`config.mk`:
```
export PLATFORM = sky130hd
export DESIGN_NAME = register_file_mp
export DESIGN_NICKNAME = d
export VERILOG_FILES = /design/src/rtl/register_file_mp.sv
export SDC_FILE = /design/constraint.sdc
export NUM_CORES = 2
export LEC_CHECK = 0
export CELL_PAD_IN_SITES_DETAIL_PLACEMENT = 0
export CELL_PAD_IN_SITES_GLOBAL_PLACEMENT = 2
export CORE_MARGIN = 1.5
export CORE_UTILIZATION = 35
export DETAILED_ROUTE_END_ITERATION = 7
export PLACE_DENSITY_LB_ADDON = 0.3
export SETUP_SLACK_MARGIN = 0.3
export SLEW_MARGIN = 5
export SYNTH_ARGS = -nofsm -noshare
export SYNTH_HDL_FRONTEND = slang
export SYNTH_SLANG_ARGS = --single-unit
export TNS_END_PERCENT = 20
```
`constraint.sdc`:
```
create_clock -name clk -period 2.6 [get_ports clk]
set_input_delay 0.52 -clock clk [delete_from_list [all_inputs] [get_ports clk]]
set_output_delay 0.52 -clock clk [all_outputs]
set_load 0.02 [all_outputs]
```
`src/rtl/register_file_mp.sv`:
```
// Parametrised multi-port register file: flop array, combinational reads,
// optional hardwired zero register, optional same-cycle write-to-read bypass.
module register_file_mp #(
    parameter int  DATA_W   = 32,
    parameter int  NUM_REGS = 32,
    localparam int ADDR_W   = $clog2(NUM_REGS),
    parameter int  NUM_RD   = 2,
    parameter int  NUM_WR   = 1,
    parameter int  ZERO_REG = 1,
    parameter int  BYPASS   = 0
) (
    input  logic                     clk,
    input  logic                     rst,
    input  logic [NUM_RD*ADDR_W-1:0] rd_reg,
    output logic [NUM_RD*DATA_W-1:0] rd_data,
    input  logic [NUM_WR-1:0]        wr_en,
    input  logic [NUM_WR*ADDR_W-1:0] wr_reg,
    input  logic [NUM_WR*DATA_W-1:0] wr_data,
    output logic                     wr_conflict
);

    if (NUM_RD < 1 || NUM_RD > 4) begin : g_bad_num_rd
        $fatal(1, "register_file_mp: NUM_RD must be 1..4");
    end
    if (NUM_WR < 1 || NUM_WR > 2) begin : g_bad_num_wr
        $fatal(1, "register_file_mp: NUM_WR must be 1..2");
    end
    if (NUM_REGS < 2 || (NUM_REGS & (NUM_REGS - 1)) != 0) begin : g_bad_num_regs
        $fatal(1, "register_file_mp: NUM_REGS must be a power of two >= 2");
    end

    function automatic logic is_writable(input logic [ADDR_W-1:0] idx);
        return !((ZERO_REG != 0) && (idx == '0));
    endfunction

    logic [DATA_W-1:0] w_regs [NUM_REGS];

    for (genvar i = 0; i < NUM_REGS; i++) begin : g_reg
        if ((ZERO_REG != 0) && (i == 0)) begin : g_zero
            assign w_regs[i] = '0;
        end else begin : g_flop
            logic              w_we;
            logic [DATA_W-1:0] w_wd;
            logic [DATA_W-1:0] r_q;

            // NOTE: blocking assignments in always_comb, with every output given a
            // default first so no latch is inferred; the later port overrides the earlier.
            always_comb begin
                w_we = 1'b0;
                w_wd = r_q;
                for (int k = 0; k < NUM_WR; k++) begin
                    if (wr_en[k] && (wr_reg[k*ADDR_W +: ADDR_W] == ADDR_W'(i))) begin
                        w_we = 1'b1;
                        w_wd = wr_data[k*DATA_W +: DATA_W];
                    end
                end
            end

            // NOTE: sequential state uses non-blocking assignments only. This is a
            // flop array rather than a memory macro, so every entry can be reset.
            always_ff @(posedge clk) begin
                if (rst) begin
                    r_q <= '0;
                end else if (w_we) begin
                    r_q <= w_wd;
                end
            end

            assign w_regs[i] = r_q;
        end
    end

    for (genvar j = 0; j < NUM_RD; j++) begin : g_rd
        logic [ADDR_W-1:0] w_idx;
        logic [DATA_W-1:0] w_val;

        assign w_idx = rd_reg[j*ADDR_W +: ADDR_W];

        // Bypass follows the same port-1-wins priority as the write path.
        always_comb begin
            w_val = w_regs[w_idx];
            if ((BYPASS != 0) && !rst && is_writable(w_idx)) begin
                for (int k = 0; k < NUM_WR; k++) begin
                    if (wr_en[k] && (wr_reg[k*ADDR_W +: ADDR_W] == w_idx)) begin
                        w_val = wr_data[k*DATA_W +: DATA_W];
                    end
                end
            end
        end

        assign rd_data[j*DATA_W +: DATA_W] = w_val;
    end

    if (NUM_WR == 2) begin : g_conflict
        logic r_conflict;

        always_ff @(posedge clk) begin
            if (rst) begin
                r_conflict <= 1'b0;
            end else begin
                r_conflict <= (&wr_en)
                           && (wr_reg[0 +: ADDR_W] == wr_reg[ADDR_W +: ADDR_W])
                           && is_writable(wr_reg[0 +: ADDR_W]);
            end
        end

        assign wr_conflict = r_conflict;
    end else begin : g_no_conflict
        assign wr_conflict = 1'b0;
    end

endmodule
```
==> results_dict.tcl <==
set metrics [dict create \
    run_status "finished, violations left" \
    failed_checks "negative setup slack" \
    grt-ovfl-total 0 \
    place_ws_ns -1.21 \
    timing.final.crit_share_pct 118 \
    hold-path-cell-count 2 \
    drc_errors 0 \
    grt_usage_pct 29.7 \
    fill_cells 14200 \
    coreArea_um2 145000 \
    clockBufferDepth 3 \
    die_area_um2 149000 \
    cts_tree "built" \
    final_net_count 6872 \
    cts-buffers-inserted 116 \
    synth_cell_type_count 30 \
    critPathRequiredTime_ns 2.08 \
    gp_congestion 0.889 \
    min_period_ns 3.07 \
    seq_area_frac_synth_pct 38.8 \
    grt_pass1_vias 47400 \
    first_iter_violations 5411 \
    rsz0062_at_grt "true" \
    wirelength_mm 227 \
    num_rows 140 \
    fin_util_pct 45.1 \
    fin_area_um2 65600 \
    cpMaxStageDelayCell "a221oi_1" \
    regMostFlops "g.g_flop.r_q" \
    area_delta_synth_final_pct 28.0 \
    drt-pass1-iter-count 6 \
    startpoint_type "register" \
    worstMarginPinSlew_ns 0.559 \
    cp.arrival_ns 2.55 \
    slowest_delay_ns 0.39 \
    cap_violations 0 \
    setup_ws_ns -0.469 \
    htreeDepth 3 \
    cpMostUsedCell "buf_4" \
    criticalPathCategory "register to primary output" \
    path_clk_slew_ns 0.06 \
    fp.dieH_um 386 \
    avgSynthCellArea_um2 7.78 \
    path_cells "mux2_2 > a221oi_1 > nor3_2 > a31oi_4 > buf_4 > nand3_2 > buf_4" \
    crit_path_max_fanout 3 \
    finalSetupTns_ns -21.24 \
    antenna_found_initial 1 \
    grt_pass1_wl_mm 330 \
    power_density_nw_per_um2 563 \
    ir_drop_v 0.000530 \
    ctsRootBufferMaster "clkbuf_16" \
    port_buffers 113 \
    diodes 0 \
    end_kind "primary output" \
    syn_area_um2 51200 \
    initial_core_util_pct 35.2 \
    ys_seq_elements 992 \
    placed_area_um2 60000 \
    reg2reg_depth 3 \
    hold_slack_ns 0.188 \
    largest_register_ffs 992 \
    slew_viol_final 0 \
    power.leakage_nw 24.3 \
    chipWidth_um 386 \
    wl_per_cell_um 25.7 \
    clk_latency_ns 0.74 \
    grt_start_max_net_pins 103 \
    ys_warn_count 0 \
    viasPerCell 5.67 \
    syn_nets 6632 \
    hp-class "input port to register" \
    synth_cells 6582 \
    hpwl_mm 147 \
    cts_hold_buf 0 \
    setup_viol 64 \
    clock_skew_ns 0 \
    max_freq_mhz 326 \
    drive_gt1_share_pct 20.0 \
    ios 115 \
    maxSlewHeadroom_pct 62.7 \
    clock_sinks 992 \
    num_vias 50100 \
    final_antenna_net_count 0 \
    hold_violations 0 \
    reg_top3 "g.g_flop.r_q: 992 flops" \
]
-- critical path: cells and delay by family, from the launching register on --
kind	cells	cell delay (ns)
AOI/OAI and AO/OA	2	0.69
DFF	1	0.33
buffers and inverters	2	0.34
muxes	1	0.28
and+or+nand+nor	2	0.18
-- per-stage QoR --
step,power (mW),std cells
after global routing,38.0,8835
after global placement,20.4,8604
final,36.9,8835
after CTS,37.0,8824
after floorplan,18.0,6582
after detailed placement,20.4,8604
-- metal layers --
layer / share of wire, % / up-vias / GRT usage (%)
met5: 0.0053 / - / 0
met4: 3.0 / 2 / 9.12
met3: 7.7 / 376 / 4.52
met2: 44 / 1953 / 45.7
met1: 45 / 24600 / 42.4
li1: - / 23200 / -
-- final cells by class --
| cell class | count | area, um2 | share of cell area [%] |
|---|---|---|---|
| Timing Repair Buffer | 775 | 8840 | 13.5 |
| Tap cell | 1917 | 2400 | 3.66 |
| Clock buffer | 180 | 3450 | 5.25 |
| Clock inverter | 34 | 332 | 0.506 |
| Sequential cell | 992 | 19900 | 30.4 |
| Multi-Input combinational cell | 4937 | 30600 | 46.7 |
-- power breakdown --
part	internal [mW]	leakage [nW]	total [mW]	switching (mW)
Clock	9.55	1.87	16.5	6.95
Sequential	15.3	8.02	15.4	0.0855
Combinational	1.94	14.4	5.03	3.09
Total	26.8	24.3	36.9	10.1
-- timing repair --
action | CTS | global route
gates resized for setup | 500 | 128
endpoints found under the setup margin | 64 | 64
cloned | 1 | 3
pin swaps | 26 | 18
endpoints found under the hold margin | 0 | 0
buffers inserted | 5 | 8
-- cells in the final DEF (no fill, tap or decap), types with 28 or more instances in the layout --
cell and n:
nor3_2 29, a221oi_2 31, mux4_2 64, buf_6 54
buf_2 28, clkdlybuf4s50_1 42, nand3_2 49, clkbuf_1 36
a22oi_1 255, a21oi_1 1118, nand2_1 2121, clkbuf_16 121
dfxtp_2 41, buf_4 432, mux2_2 62, nor2b_1 30
a221oi_1 31, mux2i_1 767, nand3_1 122, dfxtp_1 951
buf_12 200
-- cells in the mapped netlist (all sizes together) --
| library cell | number | share of area (%) |
|---|---|---|
| nand4 | 1 | 0.012 |
| mux2 | 64 | 1.4 |
| or2 | 5 | 0.066 |
| and2 | 4 | 0.049 |
| a221oi | 64 | 1.1 |
| nor2 | 21 | 0.18 |
| mux2i | 768 | 15 |
| nor2b | 74 | 0.90 |
| nor3 | 76 | 0.87 |
| dfxtp | 992 | 39 |
| a22oi | 256 | 3.8 |
| nand2 | 2148 | 16 |
| conb | 1 | 0.0073 |
| a21oi | 1120 | 11 |
| mux4 | 64 | 2.8 |
| nand2b | 7 | 0.085 |
| nand3 | 192 | 1.9 |
| clkbuf | 438 | 3.2 |
| a31oi | 64 | 0.78 |
| buf | 215 | 2.2 |
| nor4 | 8 | 0.20 |
-- path summary, 6_finish.rpt --
kind                            slack (ns)                            startpoint                                    end
worst max-delay path                 -0.47  g_reg[3].g_flop.r_q[21]$_SDFFE_PP0P_                            rd_data[53]
worst max register to register        1.89  g_reg[5].g_flop.r_q[25]$_SDFFE_PP0P_   g_reg[5].g_flop.r_q[25]$_SDFFE_PP0P_
worst min register to register        0.46   g_reg[6].g_flop.r_q[4]$_SDFFE_PP0P_    g_reg[6].g_flop.r_q[4]$_SDFFE_PP0P_
worst min-delay path                  0.19                                   rst  g_reg[24].g_flop.r_q[21]$_SDFFE_PP0P_
-- cells by family (layout without fill, tap and decap cells) --
family,count (synthesis),after routing,synth area share (%)
buffers and inverters,653,989,5.44
multiplexers,896,896,19.2
other,1,1,0.00732
AO/OA/AOI/OAI,1504,1504,16.6
AND/OR/NAND/NOR,2536,2536,20.0
flip-flops,992,992,38.8
No activity file was read; power rests on OpenSTA's default activity.
